### src/rtl/pc_sequencer_if.sv
// pc_sequencer_if: handshake/decode bundle between the control side and the PC sequencer.
//   master : drives start, instr, decode flags (Jump, JumpR, Branch, Done), Zero, rs_data
//            and observes everything the sequencer produces.
//   slave  : the sequencer; consumes the control inputs and drives pc, pc_plus4, opcode,
//            running, halted, timeout, align_err, cycle_count and instr_count.
interface pc_sequencer_if;
    logic        start;
    logic [31:0] instr;
    logic        Jump;
    logic        JumpR;
    logic        Branch;
    logic        Done;
    logic        Zero;
    logic [31:0] rs_data;
    logic [31:0] pc;
    logic [31:0] pc_plus4;
    logic [5:0]  opcode;
    logic        running;
    logic        halted;
    logic        timeout;
    logic        align_err;
    logic [31:0] cycle_count;
    logic [31:0] instr_count;

    modport master (
        output start, instr, Jump, JumpR, Branch, Done, Zero, rs_data,
        input  pc, pc_plus4, opcode, running, halted, timeout, align_err,
               cycle_count, instr_count
    );

    modport slave (
        input  start, instr, Jump, JumpR, Branch, Done, Zero, rs_data,
        output pc, pc_plus4, opcode, running, halted, timeout, align_err,
               cycle_count, instr_count
    );
endinterface

### src/rtl/pc_sequencer.sv
// pc_sequencer: program counter and run-control FSM (IDLE -> RUN -> HALTED) for a
// single-cycle MIPS-style core.
//   clk   : rising-edge clock
//   reset : synchronous active-high reset, dominates every other input
//   bus   : pc_sequencer_if.slave
//           in  : start, instr, Jump, JumpR, Branch, Done, Zero, rs_data
//           out : pc, pc_plus4, opcode, running, halted, timeout (sticky),
//                 align_err (sticky), cycle_count, instr_count
module pc_sequencer #(
    parameter logic [31:0] RESET_PC   = 32'h0000_0000,
    parameter int unsigned MAX_CYCLES = 4096
) (
    input logic           clk,
    input logic           reset,
    pc_sequencer_if.slave bus
);
    typedef enum logic [1:0] {StIdle, StRun, StHalted} state_e;

    state_e      stateQ, stateD;
    logic [31:0] pcQ, pcD;
    logic [31:0] cycleCountQ, cycleCountD;
    logic [31:0] instrCountQ, instrCountD;
    logic        timeoutQ, timeoutD;
    logic        alignErrQ, alignErrD;

    logic [31:0] pcPlus4;
    logic [31:0] branchOffset;
    logic [31:0] nextPc;
    logic        wdFire;

    function automatic logic [31:0] satInc(input logic [31:0] v);
        return (v == 32'hFFFF_FFFF) ? v : v + 32'd1;
    endfunction

    // All address arithmetic wraps modulo 2^32.
    assign pcPlus4      = pcQ + 32'd4;
    assign branchOffset = {{14{bus.instr[15]}}, bus.instr[15:0], 2'b00};
    assign wdFire       = (cycleCountQ == 32'(MAX_CYCLES - 1));

    always_comb begin
        nextPc = pcPlus4;
        if (bus.JumpR) begin
            nextPc = {bus.rs_data[31:2], 2'b00};
        end else if (bus.Jump) begin
            nextPc = {pcPlus4[31:28], bus.instr[25:0], 2'b00};
        end else if (bus.Branch && bus.Zero) begin
            nextPc = pcPlus4 + branchOffset;
        end
    end

    always_comb begin
        stateD      = stateQ;
        pcD         = pcQ;
        cycleCountD = cycleCountQ;
        instrCountD = instrCountQ;
        timeoutD    = timeoutQ;
        alignErrD   = alignErrQ;
        unique case (stateQ)
            StIdle, StHalted: begin
                if (bus.start) begin
                    stateD      = StRun;
                    pcD         = RESET_PC;
                    cycleCountD = '0;
                    instrCountD = '0;
                    timeoutD    = 1'b0;
                    alignErrD   = 1'b0;
                end
            end
            StRun: begin
                cycleCountD = satInc(cycleCountQ);
                // Done wins over a watchdog expiry in the same cycle.
                if (bus.Done) begin
                    stateD = StHalted;
                end else if (wdFire) begin
                    stateD   = StHalted;
                    timeoutD = 1'b1;
                end else begin
                    pcD         = nextPc;
                    instrCountD = satInc(instrCountQ);
                    if (bus.JumpR && (bus.rs_data[1:0] != 2'b00)) begin
                        alignErrD = 1'b1;
                    end
                end
            end
            default: stateD = StIdle;
        endcase
    end

    always_ff @(posedge clk) begin
        if (reset) begin
            stateQ      <= StIdle;
            pcQ         <= RESET_PC;
            cycleCountQ <= '0;
            instrCountQ <= '0;
            timeoutQ    <= 1'b0;
            alignErrQ   <= 1'b0;
        end else begin
            stateQ      <= stateD;
            pcQ         <= pcD;
            cycleCountQ <= cycleCountD;
            instrCountQ <= instrCountD;
            timeoutQ    <= timeoutD;
            alignErrQ   <= alignErrD;
        end
    end

    assign bus.pc          = pcQ;
    assign bus.pc_plus4    = pcPlus4;
    assign bus.opcode      = bus.instr[31:26];
    assign bus.running     = (stateQ == StRun);
    assign bus.halted      = (stateQ == StHalted);
    assign bus.timeout     = timeoutQ;
    assign bus.align_err   = alignErrQ;
    assign bus.cycle_count = cycleCountQ;
    assign bus.instr_count = instrCountQ;
endmodule

### src/flat_wrapper.sv
// flat-port wrapper written by rule: the top's interface ports become plain ports
module pc_sequencer_flat 
#(
    parameter logic [31:0] RESET_PC   = 32'h0000_0000,
    parameter int unsigned MAX_CYCLES = 4096
)
  (clk, reset, bus_start, bus_instr, bus_Jump, bus_JumpR, bus_Branch, bus_Done, bus_Zero, bus_rs_data, bus_pc, bus_pc_plus4, bus_opcode, bus_running, bus_halted, bus_timeout, bus_align_err, bus_cycle_count, bus_instr_count);
  pc_sequencer_if bus_i ();
  input logic clk;
  input logic reset;
  input wire logic [$bits(bus_i.start)-1:0] bus_start;
  input wire logic [$bits(bus_i.instr)-1:0] bus_instr;
  input wire logic [$bits(bus_i.Jump)-1:0] bus_Jump;
  input wire logic [$bits(bus_i.JumpR)-1:0] bus_JumpR;
  input wire logic [$bits(bus_i.Branch)-1:0] bus_Branch;
  input wire logic [$bits(bus_i.Done)-1:0] bus_Done;
  input wire logic [$bits(bus_i.Zero)-1:0] bus_Zero;
  input wire logic [$bits(bus_i.rs_data)-1:0] bus_rs_data;
  output wire logic [$bits(bus_i.pc)-1:0] bus_pc;
  output wire logic [$bits(bus_i.pc_plus4)-1:0] bus_pc_plus4;
  output wire logic [$bits(bus_i.opcode)-1:0] bus_opcode;
  output wire logic [$bits(bus_i.running)-1:0] bus_running;
  output wire logic [$bits(bus_i.halted)-1:0] bus_halted;
  output wire logic [$bits(bus_i.timeout)-1:0] bus_timeout;
  output wire logic [$bits(bus_i.align_err)-1:0] bus_align_err;
  output wire logic [$bits(bus_i.cycle_count)-1:0] bus_cycle_count;
  output wire logic [$bits(bus_i.instr_count)-1:0] bus_instr_count;
  assign bus_i.start = bus_start;
  assign bus_i.instr = bus_instr;
  assign bus_i.Jump = bus_Jump;
  assign bus_i.JumpR = bus_JumpR;
  assign bus_i.Branch = bus_Branch;
  assign bus_i.Done = bus_Done;
  assign bus_i.Zero = bus_Zero;
  assign bus_i.rs_data = bus_rs_data;
  assign bus_pc = bus_i.pc;
  assign bus_pc_plus4 = bus_i.pc_plus4;
  assign bus_opcode = bus_i.opcode;
  assign bus_running = bus_i.running;
  assign bus_halted = bus_i.halted;
  assign bus_timeout = bus_i.timeout;
  assign bus_align_err = bus_i.align_err;
  assign bus_cycle_count = bus_i.cycle_count;
  assign bus_instr_count = bus_i.instr_count;
  pc_sequencer #(.RESET_PC(RESET_PC), .MAX_CYCLES(MAX_CYCLES)) u_core (.clk(clk), .reset(reset), .bus(bus_i));
endmodule
### config.mk
export PLATFORM = sky130hd
export DESIGN_NAME = pc_sequencer_flat
export DESIGN_NICKNAME = d
export VERILOG_FILES = /design/src/rtl/pc_sequencer_if.sv /design/src/rtl/pc_sequencer.sv /design/src/flat_wrapper.sv
export SDC_FILE = /design/constraint.sdc
export NUM_CORES = 1
export LEC_CHECK = 0
export CORE_MARGIN = 5
export CORE_UTILIZATION = 49
export DETAILED_ROUTE_END_ITERATION = 16
export PLACE_DENSITY_LB_ADDON = 0.3
export SKIP_LAST_GASP = 1
export SLEW_MARGIN = 20
export SYNTH_ARGS = -nofsm -noshare
export SYNTH_HDL_FRONTEND = slang
export SYNTH_SLANG_ARGS = --single-unit
export TNS_END_PERCENT = 10
### constraint.sdc
create_clock -name clk -period 4.2 [get_ports clk]
set_clock_uncertainty 0.2 [all_clocks]
set_input_delay 0.84 -clock clk [delete_from_list [all_inputs] [get_ports clk]]
set_output_delay 0.84 -clock clk [all_outputs]
set_load 0.05 [all_outputs]
# Word-level counts from Yosys, hierarchy flattened
# Index checks and enable logic that the tools add are counted.
[word_totals]
regBits = 100
in_bits = 72
out_inout_bits = 138
wordCells = 60
[classes]
addsub = 4
n_eq_ne = 13
mux = 25
reduce_logical = 12
[op_table]
columns = ["op", "n"]
rows = [
  ["two-way mux 32 bit", 10],
  ["one-hot mux 32 bit (2 select lines)", 3],
  ["adder 32 x 1 -> 32 bit, second input constant", 2],
  ["equality test 32 bit, second input constant", 2],
  ["adder 32 x 3 -> 32 bit, second input constant", 1],
  ["adder 32 bit", 1],
  ["equality test 32 x 12 -> 1 bit, second input constant", 1],
  ["!= test 2 bit, second input constant", 5],
  ["AND reduction 5 bit", 2],
  ["AND reduction 4 bit", 2],
  ["two-way mux 1 bit", 6],
  ["two-way mux 2 bit", 3],
  ["!= test 2 x 1 -> 1 bit, second input constant", 2],
  ["one-hot mux 1 bit (2 select lines)", 2],
  ["one-hot mux 2 bit (2 select lines)", 1],
  ["nonzero test 2 bit", 2],
  ["!= test 3 x 2 -> 1 bit, second input constant", 1],
  ["AND reduction 3 bit", 1],
  ["equality test 2 x 1 -> 1 bit, second input constant", 1],
  ["equality test 2 bit, second input constant", 1],
  ["logical AND 1 bit", 2],
  ["logical NOT 2 bit", 1],
  ["AND reduction 2 bit", 1],
  ["OR reduction 2 bit", 1],
]

# Logic depth before layout (Yosys ltp)
[depth]
word_depth = 8
depth_mapped = 16

# Worst setup path before layout
# No wires, ideal clock.
[synth_path]
path_kind = "register -> register"
start = "reg u_core.pcQ[4], in the netlist u_core.bus.pc[4]"
end = "reg u_core.pcQ[30], in the netlist u_core.bus.pc[30]"
setup_time_ns = 0.122
t_arrival_ns = 4.702
required_ns = 3.878
path_slack_ns = -0.824
stages_incl_launch_ff = 14
path_buffers = 0
path_cell_list = "dfxtp_1 -> and4_1 -> nand4_1 -> nor3_1 -> nand3_1 -> xnor2_1 -> ha_1 -> a21o_1 -> a2111oi_0 -> a2111oi_2 -> o31ai_2 -> xor2_1 -> a21oi_1 -> a221o_1"
[synth_via]
elab_chain_cells = 8
[synth_lines]
columns = ["item", "line_no", "source"]
rows = [
  ["start: declaration", "pc_sequencer.sv:20", "logic [31:0] pcQ, pcD;"],
  ["start signal: assignment", "pc_sequencer.sv:99", "pcQ <= pcD;"],
  ["adder 32 x 3 -> 32 bit", "pc_sequencer.sv:36", "assign pcPlus4 = pcQ + 32'd4;"],
  ["via bus_pc_plus4[21]", "flat_wrapper.sv:20", "output wire logic [$bits(bus_i.pc_plus4)-1:0] bus_pc_plus4;"],
  ["adder 32 bit", "pc_sequencer.sv:47", "nextPc = pcPlus4 + branchOffset;"],
  ["two-way mux 32 bit", "pc_sequencer.sv:46", "end else if (bus.Branch && bus.Zero) begin"],
  ["two-way mux 32 bit", "pc_sequencer.sv:44", "end else if (bus.Jump) begin"],
  ["two-way mux 32 bit", "pc_sequencer.sv:42", "if (bus.JumpR) begin"],
  ["two-way mux 32 bit", "pc_sequencer.sv:74", "end else if (wdFire) begin"],
  ["two-way mux 32 bit", "pc_sequencer.sv:72", "if (bus.Done) begin"],
  ["one-hot mux 32 bit (2 select lines)", "pc_sequencer.sv:58", "unique case (stateQ)"],
]
# The timed path passes the listed nets, and every way through them passes these cells. The select of a mux whose other input is x is not followed.
# A chain may end at the register's enable or synchronous reset.

# Final worst setup path
[layout_path]
start = "reg u_core.pcQ[2], in the netlist u_core.bus.pc[2]"
end = "out bus_pc_plus4[30]"
[layout_via]
elab_chain_cells = 1
[layout_lines]
columns = ["item", "line_no"]
rows = [
  ["adder 32 x 3 -> 32 bit", "pc_sequencer.sv:36"],
  ["end: declaration", "flat_wrapper.sv:20"],
]
# No other way between the ends.

==> results.toml <==
[drt]
vias_per_cell = 5.89
drc = 0
first_pass_iters = 5
wl_um = 23500
wl_per_cell_um = 18.0
postRouteAntennaNets = 0
drt_iter0_drc = 653
num_vias = 7667

[run]
cap_violations = 0

[critical_path]
cp-end-kind = "output pin"
crit_chain = "ha_1 > and3_2 > nand4_1 > nor2_1 > nand2_1 > xnor2_2 > clkdlybuf4s50_1"
crit_fanout = 9
crit_type = "register to output pin"
cpPeakStageDelay_ns = 0.85
arrival_ns = 3.01
cp.required_ns = 3.16
r2r_setup_slack_ns = 0.22
slowest_stage = "clkdlybuf4s50_1"
worstSetupStartpointType = "register"

[synthesis]
synth.distinct_cells = 76
synth_flop_cell = "dfxtp_1"
yosysTopAreaCell = "dfxtp_1"
synth_warnings = 0
synth.area.top_cells = "dfxtp_1 (28%), xnor2_1 (6.8%), ha_1 (6.5%)"
netlist_instances = 916
syn_area_per_cell_um2 = 7.75
synth_most_common_cell = "dfxtp_1"
async_reset_ff_share_pct = 0
ys_seq_area_share_pct = 27.6
synth-edff-count = 0
synth_commonest_cells = "dfxtp_1 (98), nor2_1 (94), nand2_1 (91), a21oi_1 (66)"
ys_ff_latch = 98
syn_area_um2 = 7100
synth_top_cell_area_share_pct = 27.6

[place]
place_ws_ns = -0.105
gp_congestion = 0.999
placed_cell_area_um2 = 9580
port-buffer-count = 193
post-dp-hpwl_um = 18100
placedCellCount = 1286

[global_routing]
grt_pass1_wl_um = 36600
grt_pass1_vias = 7281
grt_max_degree = 63
overflow = 0
grt_usage_pct = 27.0
antenna_found_initial = 0

[floorplan]
core_area_um2 = 14400
dieArea_um2 = 17000
die_x_um = 130
die_h_um = 130
start_util_pct = 49.4
io_pins = 210
num_rows = 44

[clock_network]
cts.sinks = 98
htreeDepth = 3
path_clk_slew_ns = 0.07
cts_tree = "yes"
clk_latency_ns = 0.35
cts_buffer_depth = 2
clock-root-buffer = "clkbuf_16"
cts_buffers = 9
cts_hold_buf = 0

[timing]
drv_slew = 0
tightest_slew_ns = 0.830
maxSlewHeadroom_pct = 44.6
finalHoldViolCount = 0
fin_hold_ws_ns = 0.282
rsz0062_at_grt = "yes"
max_freq_mhz = 247
fin_ws_ns = 0.153
setup_viol_count_final = 0
tns_ns = 0
fin_crit_sh_pct = 96.3
min_period_ns = 4.05

[cells_and_area]
drive_gt1_share_pct = 11.2
fin_area_um2 = 9880
antenna-diode-count = 0
area_growth_pct = 39.1
layout.cells.non_filler = 1302
utilization_pct = 68.8
nNetsFinal = 1223

[status]
status = "finished clean"

[worst_hold_path]
min_path_type = "register to register"

[power]
leakagePower_nw = 3.77
finalPower_mw = 2.28
powerDensity_nw_per_um2 = 231
irDropWorstVdd_mv = 0.185
timing repair:
action	CTS	global route
gates resized for setup	0	4
setup buffers	0	0
endpoints found under the setup margin	0	7
layout make-up:
cell class / instances / area [µm²]
clock buffers: 9 / 225
fillers: 1205 / 4490
inverters: 20 / 75.1
multi-input cells: 753 / 5100
flip-flops and latches: 98 / 1980
clock inverters: 7 / 61.3
repair buffers: 231 / 2200
well taps: 184 / 230
report_power, final:
group | internal [mW] | switching [mW]
logic | 0.199 | 0.297
clock network | 0.414 | 0.411
registers | 0.940 | 0.0182
layout by cell type, fill, tap and decap left out, types with 20 or more instances in the layout:
cell type,instances
a21oi_1,66
and3_1,20
buf_4,43
clkdlybuf4s50_1,188
dfxtp_1,82
ha_1,37
nand2_1,91
nand3_1,46
nand4_1,25
nor2_1,93
nor3_1,20
o21ai_0,55
xnor2_1,39
xor2_1,44
worst paths after layout:
path	start	to	cells after the start
min reg2reg	u_core.bus.align_err$_SDFFE_PP0P_	u_core.bus.align_err$_SDFFE_PP0P_	2
max reg2reg	u_core.bus.pc[5]$_SDFFE_PP0P_	u_core.bus.pc[30]$_SDFFE_PP0P_	15
max	u_core.bus.pc[2]$_SDFFE_PP0P_	bus_pc_plus4[30]	7
min	u_core.bus.align_err$_SDFFE_PP0P_	u_core.bus.align_err$_SDFFE_PP0P_	2
state kept, by name, indices dropped and copies added (netlist names):
signal / count
u_core.bus.timeout: 1
u_core.stateQ: 2
u_core.bus.cycle_count: 32
u_core.bus.instr_count: 32
u_core.bus.pc: 30
u_core.bus.align_err: 1
critical path: cells and delay by family (launching register included):
family | cells | cell delay (ns)
xor gates and xnor gates | 1 | 0.20
and+or+nand+nor | 4 | 0.96
DFF | 1 | 0.41
adders and majority gates | 1 | 0.24
buffers and inverters | 1 | 0.85
cell families after synthesis:
group / synth area share [%]
other cells: 0.0528
xor+xnor: 12.9
compound gates: 20.9
flops: 27.6
buf+inv: 4.25
simple gates: 26.7
fa+ha+maj: 6.80
mux: 0.722
layer usage:
layer / part of all wire (%) / global-route usage (%) / up-vias
met1: 43 / 35.9 / 3614
met2: 47 / 44.4 / 296
met4: 2.8 / 10.2 / 0
met3: 7.3 / 4.23 / 51
met5: 0 / 0 / -
li1: - / - / 3706
Power figures use the tool's default switching activity.
